===== src/rtl/debug_frame_sender.sv =====
// Streams one captured snapshot of the pipeline debug buses as a 37-byte UART frame (header, payload, XOR).
// Latency: request in IDLE -> header start pulse next cycle; each tx_done -> next start pulse next cycle.
// Backpressure: one byte in flight; the next byte waits for i_tx_done, and requests are ignored while busy.
module debug_frame_sender #(
    parameter int                 NB_DATA    = 8,
    parameter int                 NB_ID_EX   = 144,
    parameter int                 NB_EX_MEM  = 32,
    parameter int                 NB_MEM_WB  = 40,
    parameter int                 NB_WB_ID   = 40,
    parameter int                 NB_CONTROL = 24,
    parameter logic [NB_DATA-1:0] HEADER     = 8'hA5
) (
    input  logic                  clk,
    input  logic                  i_rst,
    input  logic                  i_dump_req,
    input  logic [NB_ID_EX-1:0]   i_concatenated_data_ID_EX,
    input  logic [NB_EX_MEM-1:0]  i_concatenated_data_EX_MEM,
    input  logic [NB_MEM_WB-1:0]  i_concatenated_data_MEM_WB,
    input  logic [NB_WB_ID-1:0]   i_concatenated_data_WB_ID,
    input  logic [NB_CONTROL-1:0] i_concatenated_data_CONTROL,
    input  logic                  i_tx_done,
    output logic                  o_tx_start,
    output logic [NB_DATA-1:0]    o_data,
    output logic                  o_busy,
    output logic                  o_dump_done
);

    localparam int NB_PAYLOAD = NB_ID_EX + NB_EX_MEM + NB_MEM_WB + NB_WB_ID + NB_CONTROL;
    localparam int N_PAY      = NB_PAYLOAD / NB_DATA;
    localparam logic [5:0] LAST_IDX = 6'(N_PAY + 1);

    typedef struct packed {
        logic [NB_ID_EX-1:0]   id_ex;
        logic [NB_EX_MEM-1:0]  ex_mem;
        logic [NB_MEM_WB-1:0]  mem_wb;
        logic [NB_WB_ID-1:0]   wb_id;
        logic [NB_CONTROL-1:0] control;
    } snap_t;

    typedef enum logic [1:0] {
        ST_IDLE,
        ST_SEND,
        ST_WAIT,
        ST_DONE
    } state_t;

    state_t             state_q, state_d;
    logic [5:0]         index_q, index_d;
    logic [NB_DATA-1:0] csum_q, csum_d;
    snap_t              snap_q, snap_d;

    int                 pay_idx;
    logic [NB_DATA-1:0] payload_byte;
    logic [NB_DATA-1:0] frame_byte;

    // Frame index 1..N_PAY maps to payload bytes, most significant byte first.
    always_comb begin
        pay_idx = 0;
        if (index_q != 6'd0 && index_q != LAST_IDX) begin
            pay_idx = int'(index_q) - 1;
        end
        payload_byte = NB_DATA'(snap_q >> (NB_DATA * (N_PAY - 1 - pay_idx)));
        if (index_q == 6'd0) begin
            frame_byte = HEADER;
        end else if (index_q == LAST_IDX) begin
            frame_byte = csum_q;
        end else begin
            frame_byte = payload_byte;
        end
    end

    always_comb begin
        state_d     = state_q;
        index_d     = index_q;
        csum_d      = csum_q;
        snap_d      = snap_q;
        o_tx_start  = 1'b0;
        o_busy      = (state_q != ST_IDLE);
        o_dump_done = 1'b0;
        o_data      = (state_q == ST_IDLE) ? '0 : frame_byte;
        unique case (state_q)
            ST_IDLE: begin
                if (i_dump_req) begin
                    snap_d  = '{id_ex:   i_concatenated_data_ID_EX,
                                ex_mem:  i_concatenated_data_EX_MEM,
                                mem_wb:  i_concatenated_data_MEM_WB,
                                wb_id:   i_concatenated_data_WB_ID,
                                control: i_concatenated_data_CONTROL};
                    index_d = '0;
                    csum_d  = '0;
                    state_d = ST_SEND;
                end
            end
            ST_SEND: begin
                o_tx_start = 1'b1;
                if (index_q != 6'd0 && index_q != LAST_IDX) begin
                    csum_d = csum_q ^ payload_byte;
                end
                state_d = ST_WAIT;
            end
            ST_WAIT: begin
                if (i_tx_done) begin
                    if (index_q == LAST_IDX) begin
                        state_d = ST_DONE;
                    end else begin
                        index_d = index_q + 6'd1;
                        state_d = ST_SEND;
                    end
                end
            end
            ST_DONE: begin
                o_dump_done = 1'b1;
                state_d     = ST_IDLE;
            end
            default: state_d = ST_IDLE;
        endcase
    end

    always_ff @(posedge clk) begin
        if (i_rst) begin
            state_q <= ST_IDLE;
            index_q <= '0;
            csum_q  <= '0;
            snap_q  <= '0;
        end else begin
            state_q <= state_d;
            index_q <= index_d;
            csum_q  <= csum_d;
            snap_q  <= snap_d;
        end
    end

endmodule


===== config.mk =====
export PLATFORM = sky130hd
export DESIGN_NAME = debug_frame_sender
export DESIGN_NICKNAME = d
export VERILOG_FILES = /design/src/rtl/debug_frame_sender.sv
export SDC_FILE = /design/constraint.sdc
export NUM_CORES = 1
export LEC_CHECK = 0
export ABC_CLOCK_PERIOD_IN_PS = 11600
export CORE_ASPECT_RATIO = 0.7
export CORE_UTILIZATION = 48
export DETAILED_ROUTE_END_ITERATION = 8
export HOLD_SLACK_MARGIN = 0.02
export PLACE_DENSITY = 0.87
export SETUP_SLACK_MARGIN = 0.1
export SLEW_MARGIN = 20
export SYNTH_ARGS = -nofsm -noshare
export SYNTH_HDL_FRONTEND = slang
export SYNTH_SLANG_ARGS = --single-unit
export TNS_END_PERCENT = 50

===== constraint.sdc =====
create_clock -name clk -period 11.6 [get_ports clk]
set_input_delay 2.9 -clock clk [delete_from_list [all_inputs] [get_ports clk]]
set_output_delay 2.9 -clock clk [all_outputs]
set_load 0.03 [all_outputs]

Word-level counts from Yosys, hierarchy flattened
Cells that the tools add are included.
{"block": "totals", "regBits": 296, "inputBits": 284, "output_inout_bits": 11, "elab_cells": 50}
{"block": "classes", "n_addsub": 3, "eq_ne": 9, "n_shift": 1, "n_mux": 17, "bitwise": 1, "n_reduce_logical": 11}
{"cell": "$shr 280x32->8", "n": 1}
{"cell": "$mux 8", "n": 5}
{"cell": "$mux 29", "n": 1}
{"cell": "$sub 7x29->29 const A", "n": 1}
{"cell": "$mux 6", "n": 3}
{"cell": "$pmux 8 s2", "n": 1}
{"cell": "$pmux 6 s2", "n": 1}
{"cell": "$ne 2x2->1 const B", "n": 4}
{"cell": "$pmux 2 s4", "n": 1}
{"cell": "$xor 8x8->8", "n": 1}
{"cell": "$sub 6x1->7 const B", "n": 1}
{"cell": "$add 6x1->6 const B", "n": 1}
{"cell": "$eq 6x6->1 const B", "n": 1}
{"cell": "$logic_not 6->1", "n": 1}
{"cell": "$mux 2", "n": 3}
{"cell": "$ne 6x6->1 const B", "n": 1}
{"cell": "$reduce_bool 2->1", "n": 3}
{"cell": "$reduce_bool 6->1", "n": 1}
{"cell": "$eq 2x2->1 const B", "n": 2}
{"cell": "$reduce_and 2->1", "n": 2}
{"cell": "$reduce_and 4->1", "n": 1}
{"cell": "$reduce_and 3->1", "n": 1}
{"cell": "$eq 2x1->1 const B", "n": 1}
{"cell": "$logic_not 2->1", "n": 1}
{"cell": "2 further kinds", "n": 3}

Longest topological paths before layout
Gate-level depths: netlist of run 1.
{"block": "logic_depth", "ltp_word": 8, "ltp_mapped": 19, "depth_no_buf": 16}

Worst setup path before layout of run 1
Ideal clock, no wire load.
{"block": "synth_timing", "path_type": "register to output", "from": "register index_q[0]", "to": "output o_data[0]", "t_arrival_ns": 5.014, "t_required_ns": 8.700, "setup_slack_ns": 3.686, "stages_incl_launch_ff": 20, "path_buffers": 3, "cell_sequence": "dfxtp_1 clkbuf_1 clkinv_1 clkbuf_1 ha_1 nor3b_2 nand2_2 a311o_1 nand2_1 nand2_1 ha_1 nor4b_1 nand2_1 nor4b_1 clkbuf_1 nor3b_1 a41oi_1 nor2_1 nor2_1 a221oi_1"}
{"block": "synth_between", "elab_chain_len": 8, "word_cells_on_any_way": 12, "classes_between": "add/sub: 2; eq/ne: 2; shift: 1; mux: 4; reduce/logical: 3"}
{"element": "start: declaration", "line": "48", "source": "logic [5:0] index_q, index_d;"}
{"element": "start signal: assignment", "line": "127", "source": "index_q <= index_d;"}
{"element": "branches (longest 6 deep; another with $sub 7x29->29)"}
{"element": "$mux 8 (*)", "line": "63", "source": "if (index_q == 6'd0) begin"}
{"element": "$mux 8 (*)", "line": "80", "source": "o_data = (state_q == ST_IDLE) ? '0 : frame_byte;"}
{"element": "end: declaration", "line": "23", "source": "output logic [NB_DATA-1:0] o_data,"}
Mark *: on every way between the ends.

Final worst setup path of run 1
{"block": "layout_timing", "from": "register index_q[1]", "to": "output o_data[0]"}
The elaborated chain is that of the path after synthesis.

==> results of run 1 <==
cell families (layout without fill, tap and decap cells):
logic type	after synthesis	in the layout	share of synthesized area, %
simple gates	798	798	23.6
compound gates	554	554	24.1
flops	296	296	41.8
buf+inv	166	385	4.67
mux	48	48	4.24
xor+xnor	11	11	0.733
fa+ha+maj	10	10	0.882
other cells	0	1	0
synth_stat cells, types with 4 or more instances:
cell type  count  area, um2
nand2_1      612       2300
a21oi_1      326       1630
dfxtp_1      296       5930
clkbuf_1     121        454
nor2_1        47        176
mux2i_1       33        330
nor3_1        33        165
a211oi_1      29        218
o21ai_0       29        145
nor2b_1       27        169
o22ai_1       20        125
buf_2         19       95.1
inv_1         15       56.3
nand3_1       15       75.1
o22a_1        14        123
a22oi_1       13       97.6
nand2b_1      13       81.3
o31ai_1       12       90.1
o2111ai_1     11       96.3
o211ai_1      11       82.6
ha_1          10        125
o21a_1         9       67.6
and2_1         8       50.1
mux4_2         8        180
nand4_1        8       50.1
xnor2_1        8       70.1
buf_1          7       26.3
a2bb2oi_1      6       52.6
mux2_2         6       67.6
o21bai_1       6       45.0
a221oi_1       5       43.8
nor4_1         5       31.3
o211a_1        5       50.1
a22o_1         4       35.0
a311oi_1       4       35.0
a31oi_1        4       25.0
nor4b_1        4       35.0
o32ai_1        4       35.0
o41a_1         4       45.0
or3_1          4       25.0
worst max-delay path: stages, from the launching register on:
cell	delay, ns
dfxtp_1	0.65
inv_1	0.22
ha_4	0.81
a21bo_2	0.29
a311o_1	0.35
nand2_1	0.28
inv_1	0.08
ha_1	0.27
nor4bb_1	0.31
nand2_1	0.08
nor4b_1	0.25
buf_4	0.22
nor3b_1	0.19
a41oi_1	0.15
nor2_1	0.20
nor2_1	0.08
a221oi_1	0.32
clkdlybuf4s50_1	0.74
sequential cells by signal, summed over array words and instances, names as in the netlist:
name,count
index_q,6
csum_q,8
snap_q,280
state_q,2
layer usage:
| layer | up-vias | part of all wire, % | track usage, % |
|---|---|---|---|
| li1 | 6928 | - | - |
| met1 | 6983 | 45 | 48.0 |
| met2 | 740 | 44 | 51.5 |
| met3 | 79 | 9.2 | 6.15 |
| met4 | 0 | 1.9 | 6.53 |
| met5 | - | 0 | 0 |
stage by stage:
stage / worst slack, ns / cell area (um2) / util, % / power [W] / std cells
2_1_floorplan: 3.69 / 14200 / - / 0.00145 / 1883
4_1_cts: 2.62 / 18200 / 62.8 / 0.00261 / 2480
3_5_place_dp: 3.23 / 17200 / 59.5 / 0.00168 / 2427
5_1_grt: 2.27 / 18200 / 62.8 / 0.00272 / 2480
3_3_place_gp: 3.19 / 17200 / 59.5 / 0.00167 / 2427
6_report: 2.59 / 18200 / 62.8 / 0.00262 / 2481
final cells by class:
class / count / area (um2) / share of cell area, %
flip-flops and latches: 296 / 5930 / 32.6
well taps: 378 / 473 / 2.60
inverters: 16 / 60.1 / 0.330
repair buffers: 316 / 3110 / 17.1
clock inverters: 17 / 156 / 0.860
multi-input cells: 1421 / 7640 / 42.1
clock buffers: 36 / 802 / 4.41
diodes: 1 / 2.50 / 0.0138
power groups by stage:
stage	combinational (W)	clock (W)	sequential [W]
final	0.000540	0.000952	0.00113
after global routing	0.000581	0.00100	0.00113
after CTS	0.000532	0.000953	0.00113
after detailed placement	0.000529	0	0.00115
after global placement	0.000523	0	0.00115
after floorplan	0.000319	0	0.00113
path summary, 6_finish.rpt:
| check | to | cells past startpoint | slack, ns | start |
|---|---|---|---|---|
| max | o_data[0] | 17 | 2.59 | index_q[1]$_SDFFE_PP0P_ |
| min | snap_q[121]$_SDFFE_PP0P_ | 2 | 0.46 | snap_q[121]$_SDFFE_PP0P_ |
| max reg2reg | csum_q[2]$_SDFFE_PP0P_ | 16 | 6.57 | index_q[1]$_SDFFE_PP0P_ |
| min reg2reg | snap_q[121]$_SDFFE_PP0P_ | 2 | 0.46 | snap_q[121]$_SDFFE_PP0P_ |
==> metrics.md, run 1 <==
| Metric | Value |
|---|---|
| Outcome | `complete, no violations` |
| Combinational share of power | `20.6%` |
| Clock buffer depth | `3` |
| Syn Nets | `2177` |
| Inserted Clock Buffers | `29` |
| Drt pass-1 iters | `7` |
| Initial core utilization | `49.0%` |
| Most common cell after layout, fill and taps aside | `nand2_1` |
| Syn Area/Cell | `7.53 um2` |
| Antenna violations before repair | `1` |
| Critical Path Fanout Max | `61` |
| Layout cell share with drive strength beyond 1 | `5.47%` |
| H-tree depth | `1` |
| Sequential power share | `43.0%` |
| Largest net degree at the start of global routing | `122` |
| CP Capture Type | `output port` |
| Synthesized instance count | `1883` |
| Crit path launch type | `register` |
| Final net count | `2374` |
| # IOs | `295` |
| Post-Syn Area | `0.0142 mm2` |
| Worst-Margin Slew | `1.14 ns` |
| Skew-Pair Late Insertion Delay | `0.57 ns` |
| Count of filler cells inserted in the layout | `2472` |
| Critical path type | `register to output port` |
| Sequential area share after synthesis | `41.8%` |
| Switching Share | `29.5%` |
| Data arrival, critical path | `6.11 ns` |
| Vias/cell | `5.94` |
| Post-CTS Hold Fix Bufs | `0` |
| Int Pwr | `0.00185 W` |
| Routed len/inst | `20.9 um` |
| Slew Limit Fails | `0` |
| RSZ-0062 raised after global routing | `false` |
| Fin crit share | `77.7%` |
| Via Count | `14700` |
| Dpl hpwl | `37400 um` |
| DR iter-0 viols | `1678` |
| Drt drc | `0` |
| Vias in the first global route | `13900` |
| Pwr per Cell Area | `144 mW/mm2` |
| Fin Hold WS | `0.457 ns` |
| Worst hold path type | `register to register` |
| Post-route setup TNS | `0 ns` |
| Fmax | `0.111 GHz` |
| Clock power frac | `36.3%` |
| Main synth FF type | `dfxtp_1` |
| Psw | `0.000774 W` |
| FP Rows | `52` |
| Max Cap Violations | `0` |
| WL final | `51900 um` |
| Core ar. | `0.0290 mm2` |
| Number of synthesized flops with an enable pin | `0` |
| Die width | `207 um` |
| Area growth syn-to-layout | `28.2%` |
| Clock root buffer | `clkbuf_16` |
| Async set-reset flop share out of synthesis | `0%` |
| Yosys Warn Count | `0` |
| GRT Util Overall | `33.2%` |
| Commonest non-fill, non-tap cells in the layout | `nand2_1 (611), a21oi_1 (325), dfxtp_1 (295)` |
| Tmin final | `9.01 ns` |
| Clock Skews | `0.00886 ns` |
| PortBufs | `294` |
| Final hold vios | `0` |
| Die Span Y | `146 um` |
| Global-route wire length before repair | `78700 um` |
| Setup violations, final | `0` |
| GPL Wtd Cong | `0.947` |
| Worst VDD drop | `0.0000959 V` |
| DRT antenna net count | `0` |
| Netlist cell types | `84` |
| Worst-path clk slew | `0.06 ns` |
| Lkg Pwr | `6.46 nW` |
| Setup bufs post-CTS | `0` |
| Full die area | `0.0302 mm2` |
| Post-CTS Resized | `0` |
| Congestion Overflow GR | `0` |
| Clock sink count | `296` |
| Required time of the critical path | `8.70 ns` |
| Max-Slew Margin vs Limit | `23.2%` |
| Yosys reg bits | `296` |
| CTS tree | `yes` |
Power figures use the tool's default switching activity.
==> run 2: changes to the inputs <==
- ABC_CLOCK_PERIOD_IN_PS: 11600 -> 8300
- clock period: 11.6 -> 8.3 ns (I/O delays scaled with it)
==> run 2 against run 1 <==
Net effect:
- routed wire length shrank 1.6%
- power rose by 42%
- critical endpoint unchanged
- highest routed layer unchanged
- clock power increased by 45%
- largest cell class unchanged
==> metrics.md, run 2 (synthesis results as in run 1) <==
| Metric | Value |
|---|---|
| Worst-Margin Slew | `1.09 ns` |
| Critical path type | `register to output port` |
| Critical Path Fanout Max | `23` |
| Crit path launch type | `register` |
| Clock buffer depth | `3` |
| PortBufs | `294` |
| Clock Skews | `0.0126 ns` |
| CP cell instances | `or4b_2 -> a21bo_2 -> a311o_1 -> nand2_1 -> nand2_1 -> ha_1 -> nor4b_1 -> nand2_1 -> nor4b_1 -> buf_4 -> nor3b_1 -> a41oi_1 -> nor2_1 -> nor2_1 -> a221oi_1 -> buf_12` |
| Global-route wire length before repair | `78500 um` |
| Worst-path clk slew | `0.07 ns` |
| FP Rows | `52` |
| Full die area | `0.0302 mm2` |
| Fin Hold WS | `0.451 ns` |
| Fmax | `0.133 GHz` |
| Crit path max-delay family | `simple AND/OR/NAND/NOR gates` |
| Setup bufs post-CTS | `0` |
| DR iter-0 viols | `1542` |
| Worst Path Buf+Inv | `2` |
| GRT Util Overall | `32.9%` |
| CTS tree | `yes` |
| DRT antenna net count | `0` |
| Tmin final | `7.49 ns` |
| Dpl hpwl | `36800 um` |
| Critical Path Most Common Cell | `nand2_1` |
| Layout cell share with drive strength beyond 1 | `5.71%` |
| Final hold vios | `0` |
| Max Cap Violations | `0` |
| Clock sink count | `296` |
| Final net count | `2375` |
| Vias in the first global route | `13900` |
| Die Span Y | `146 um` |
| Vias/cell | `5.90` |
| Most common cell after layout, fill and taps aside | `nand2_1` |
| Largest net degree at the start of global routing | `197` |
| Die width | `207 um` |
| CP max stage cell | `dfxtp_1` |
| H-tree depth | `1` |
| Required time of the critical path | `6.23 ns` |
| GPL Wtd Cong | `0.979` |
| Setup violations, final | `0` |
| Fin crit share | `90.3%` |
| Largest Register | `snap_q` |
| Via Count | `14600` |
| Initial core utilization | `49.0%` |
| Routed len/inst | `20.6 um` |
| Drt pass-1 iters | `5` |
| Worst VDD drop | `0.000129 V` |
| Post-CTS Hold Fix Bufs | `0` |
| # IOs | `295` |
| Outcome | `complete, no violations` |
| Inserted Clock Buffers | `28` |
| Antenna violations before repair | `1` |
| RSZ-0062 raised after global routing | `false` |
| Lkg Pwr | `6.52 nW` |
| Largest regs | `snap_q: 280 flops, csum_q: 8 flops, index_q: 6 flops` |
| Drt drc | `0` |
| Commonest non-fill, non-tap cells in the layout | `nand2_1 (611), a21oi_1 (326), dfxtp_1 (295)` |
| Core ar. | `0.0290 mm2` |
| Area growth syn-to-layout | `29.2%` |
| Worst hold path type | `register to register` |
| Post-route setup TNS | `0 ns` |
| CP Capture Type | `output port` |
| Max-Slew Margin vs Limit | `27.2%` |
| Congestion Overflow GR | `0` |
| Slew Limit Fails | `0` |
| Skew-Pair Late Insertion Delay | `0.56 ns` |
| Post-CTS Resized | `0` |
| WL final | `51100 um` |
| Pwr per Cell Area | `203 mW/mm2` |
| Clock root buffer | `clkbuf_16` |
| Largest register FFs | `280` |
| Data arrival, critical path | `5.42 ns` |
| Critical Path Max Stage Delay | `0.88 ns` |
==> run 2: cell types whose count changed in the layout (fill, tap and decap cells not counted) <==
cell and change:
buf_12 +9, clkdlybuf4s50_1 -8, clkinv_2 -4, bufinv_16 +2
clkinv_4 -2, a21oi_1 +1, a21oi_2 -1, buf_4 +1
clkbuf_1 +1, clkbuf_8 +1, diode_2 +1, inv_6 -1
==> run 2: worst paths after layout <==
check                                              from                      end  cells past startpoint  slack [ns]
worst max-delay path            index_q[3]$_SDFFE_PP0P_                o_data[0]                     16        0.81
worst min-delay path            snap_q[49]$_SDFFE_PP0P_  snap_q[49]$_SDFFE_PP0P_                      2        0.45
worst max register to register  index_q[3]$_SDFFE_PP0P_   csum_q[6]$_SDFFE_PP0P_                     15        3.54
worst min register to register  snap_q[49]$_SDFFE_PP0P_  snap_q[49]$_SDFFE_PP0P_                      2        0.45
==> run 2: cell type report <==
class                      count  area [um2]
sequential                   296        5930
fill                        2483       10600
timing repair buffer         318        3220
antenna                        2        5.00
tap                          378         473
clock buffer                  38         820
multi-input combinational   1421        7640
clock inverter                12         170
inverter                      16        60.1
==> run 2: worst min-delay path: stages, from the launching register on <==
cell and delay [ns]:
dfxtp_1 0.30, nand2_1 0.05, a21oi_1 0.05
==> run 2: metrics by stage <==
step	total power, W	cell area (um2)	setup slack (ns)	util [%]	std cells
global placement	0.00234	17300	1.37	59.8	2429
global route	0.00385	18300	0.429	63.2	2479
floorplan	0.00202	14200	1.21	-	1883
finish	0.00371	18300	0.808	63.3	2481
CTS	0.00371	18300	0.787	63.2	2479
detailed placement	0.00235	17300	1.42	59.8	2429
==> run 2: per-layer routing <==
| metal | vias up | share of wire [%] | track usage [%] |
|---|---|---|---|
| li1 | 6929 | - | - |
| met1 | 6957 | 45 | 48.0 |
| met2 | 683 | 44 | 50.4 |
| met3 | 75 | 8.8 | 5.96 |
| met4 | 0 | 2.0 | 7.50 |
| met5 | - | 0 | 0 |
==> run 2: where the power goes <==
| part | leakage (nW) | total (W) | internal [W] | switching [W] |
|---|---|---|---|---|
| Combinational | 3.60 | 0.000759 | 0.000324 | 0.000435 |
| Clock | 0.489 | 0.00138 | 0.000816 | 0.000560 |
| Sequential | 2.43 | 0.00158 | 0.00151 | 0.0000675 |
==> patch 1: new RTL, config.mk and constraints of run 1 <==
The 4 states of `state_t` get a one-hot encoding in 4 bits.
--- a/src/rtl/debug_frame_sender.sv
+++ b/src/rtl/debug_frame_sender.sv
@@ -39,7 +39,7 @@
 
-    typedef enum logic [1:0] {
-        ST_IDLE,
-        ST_SEND,
-        ST_WAIT,
-        ST_DONE
+    typedef enum logic [3:0] {
+        ST_IDLE = 4'b0001,
+        ST_SEND = 4'b0010,
+        ST_WAIT = 4'b0100,
+        ST_DONE = 4'b1000
     } state_t;
Behaviour: no difference found for any inputs over 4 cycles, from zero or initial values and one cycle with i_rst high; so few cycles prove little.
==> patch 1 against run 1 <==
- wire length up 0.30%
- cell area up 1.1%
- worst setup slack worse by 0.78 ns
- non-clock buffer count up 7
- sequential cell count up 2
- worst hold slack worse by 0.0037 ns
- global-route usage down 0.065 points
- count of clock-buffer cells in the layout up 5
- synthesized area up 1.0%
- first-iteration DRC count up 14%
- highest routed layer is now met5
Power is not compared: it rests on default switching activity, and its combinational part moved more than twofold at a synthesized area within 25%.
==> patch 1: results (changes against run 1) <==
status = complete, no violations
critical path endpoint = o_data[7]
Layout fillers = 2531 (+2.4%)
DR WL met3 = 5860 um (+22%)
initial DRC count = 1916 (+14%)
relative slew slack = 27.6% (+4.3 points)
vias = 15100 (+2.7%)
first-pass GRT wire length = 79300 um (+0.67%)
worst slack, placed = 2.64 ns (-0.595 ns)
Antenna Cells = 0 (-1)
CP Max Fanout = 51 (-16%)
WHS = 0.453 ns (-0.00372 ns)
top post-synthesis cells by area = dfxtp_1 42%, nand2_1 16%, a21oi_1 11%
Worst Path Arrival = 6.89 ns (+0.78 ns)
gpl congestion = 0.945 (-0.28%)
Max stage delay on crit path = 1.03 ns (+0.22 ns)
slowest stage cell, crit path = a2111oi_0
top sig layer = met5
total placed cells including tap cells = 2430 (+0.12%)
R2R Path Start = index_q[0]
fmax = 0.102 GHz (-8.0%)
final WL = 52100 um (+0.30%)
sequential fraction of the synthesis area = 41.6% (-0.14 points)
distinct cell type count after synthesis = 75 (-11%)
largest net degree at the start of global routing = 143 (+17%)
R2R Path End = csum_q[1]
worst setup path start = index_q[0]
met2 routed WL = 21900 um (-3.4%)
worst clock skew = 0.0144 ns (+0.00550 ns)
Synth Net Count = 2180 (+0.14%)
min-delay src = snap_q[123]
reg-to-reg slack, setup = 6.04 ns (-0.53 ns)
met3 Use GR = 7.55% (+1.4 points)
HPWL Detailed = 37100 um (-0.73%)
via/cell ratio = 6.09 (+2.6%)
[patch 1: cells by family after synthesis]
| group | after synthesis | share of synthesized area [%] |
|---|---|---|
| AO/OA/AOI/OAI | 549 | 23.1 |
| XOR/XNOR | 13 | 1.00 |
| adder cells (fa/ha/maj) | 10 | 0.874 |
| buffers and inverters | 165 | 4.59 |
| flip-flops | 298 | 41.6 |
| multiplexers | 56 | 5.66 |
| AND/OR/NAND/NOR | 795 | 23.1 |
[patch 1: report_power, final]
part           total, mW  switching, mW  leakage [nW]  internal (mW)
sequential          1.21         0.0769          2.44           1.13
combinational       1.43          0.921          3.71          0.509
clock              0.949          0.416         0.482          0.534
total               3.59           1.41          6.63           2.18
[patch 1: area by class of cell]
class | count | area [um^2] | share of cell area [%]
multi-input combinational | 1423 | 7790 | 42.4
clock inverter | 13 | 105 | 0.572
tap | 378 | 473 | 2.57
inverter | 8 | 30.0 | 0.163
sequential | 298 | 5970 | 32.5
timing repair buffer | 323 | 3170 | 17.2
clock buffer | 41 | 851 | 4.63
==> patch 2: new RTL, flow settings as in run 1 <==
Made on the original files. Set the parameter `NB_WB_ID` to 80 (it was 40).
--- a/src/rtl/debug_frame_sender.sv
+++ b/src/rtl/debug_frame_sender.sv
@@ -8,3 +8,3 @@
     parameter int                 NB_MEM_WB  = 40,
-    parameter int                 NB_WB_ID   = 40,
+    parameter int                 NB_WB_ID   = 80,
     parameter int                 NB_CONTROL = 24,
Ports: changed (resized i_concatenated_data_WB_ID); port bits go from 295 to 335. No check against the original RTL was run, so the function may have changed too.
==> patch 2 against run 1 <==
- wire length grew 1.6%
- sequential cell count rose by 40
- worst setup slack got worse by 0.018 ns
- synthesized area up 8.7%
- clock skew up 0.019 ns
- power is 16% higher
- cell area up 9.6%
- die area rose by 8.6%
- register-to-register slack got worse by 0.04 ns
- non-clock buffer count rose by 32
- final cell count is 6.9% higher
- largest cell class unchanged
- largest power group unchanged
==> patch 2: results (changes against run 1) <==
Mapped Cells = 1978 (+5.0%)
largest net degree at the start of global routing = 239 (+96%)
VDD IR max = 90.6 uV (-5.5%)
worst slack, placed = 3.18 ns (-0.0494 ns)
sequential fraction of the synthesis area = 43.6% (+1.9 points)
worst r2r path cells = 15 (-1)
Placed Area = 0.0188 mm^2 (+9.0%)
R2R Path End = csum_q[1]
distinct cell type count after synthesis = 83 (-1.2%)
actual slew at the worst max-slew pin = 1.25 ns (+0.105 ns)
clk_lat worst skew = 0.53 ns (-0.04 ns)
slowest stage cell, crit path = dfxtp_4
Max stage delay on crit path = 0.90 ns (+0.09 ns)
worst hold path endpoint = snap_q[94]
HPWL Detailed = 37500 um (+0.25%)
fin area = 0.0199 mm^2 (+9.6%)
Signal buffers = 348 (+10%)
status = complete, no violations
via/cell ratio = 5.83 (-1.8%)
initial DRC count = 1992 (+19%)
gpl congestion = 1.00 (+6.1%)
gr usage total = 31.1% (-2.0 points)
WHS = 0.452 ns (-0.00407 ns)
detailed-route wire length per cell = 19.9 um (-5.0%)
biggest regs = snap_q: 320 flops, csum_q: 8 flops, index_q: 6 flops
clock network area share = 5.78% (+0.50 points)
final net count = 2539 (+7.0%)
min-delay src = snap_q[94]
CP Max Fanout = 52 (-15%)
Signal buf overhead = 17.4% (+0.27 points)
-- patch 2: changes by cell type after synthesis, moves of 13 or more --
cell,run 1,this run
a31oi_1,4,21
o22ai_1,20,2
a21oi_1,326,347
a211oi_1,29,7
o221ai_1,1,15
mux4_2,8,33
nor2b_1,27,5
nand2_1,612,715
nand3_1,15,28
dfxtp_1,296,336
nor3_1,33,8
-- patch 2: cell families (layout without fill, tap and decap cells) --
kind of cell / after synthesis / count (layout) / share of synthesized area (%)
AO/OA/AOI/OAI: 522 / 522 / 20.1
XOR/XNOR: 10 / 10 / 0.739
adder cells (fa/ha/maj): 8 / 8 / 0.650
buffers and inverters: 163 / 416 / 4.50
flip-flops: 336 / 336 / 43.6
multiplexers: 72 / 72 / 7.41
other: 0 / 1 / 0
AND/OR/NAND/NOR: 867 / 867 / 23.0
-- patch 2: layer usage --
| layer | wire, um | global-route usage (%) | part of all wire, % |
|---|---|---|---|
| met1 | 23100 | 44.1 | 44 |
| met2 | 23400 | 47.9 | 44 |
| met3 | 4940 | 6.49 | 9.4 |
| met4 | 1330 | 8.45 | 2.5 |
| met5 | 0 | 0 | 0 |
-- patch 2: worst max path at each step --
stage	from	end	slack, ns	cells past startpoint
2_1_floorplan	index_q[0]	o_data[5]	4.13	18
3_3_place_gp	index_q[0]	o_data[5]	3.23	15
3_5_place_dp	index_q[0]	o_data[5]	3.18	15
4_1_cts	index_q[0]	o_data[5]	2.59	15
5_1_grt	index_q[0]	o_data[5]	2.14	16
6_report	index_q[0]	o_data[5]	2.57	15
-- patch 2: power breakdown --
group          internal [mW]  switching [mW]
registers               1.23          0.0558
clock network          0.678           0.466
logic                  0.250           0.348
total                   2.16           0.869
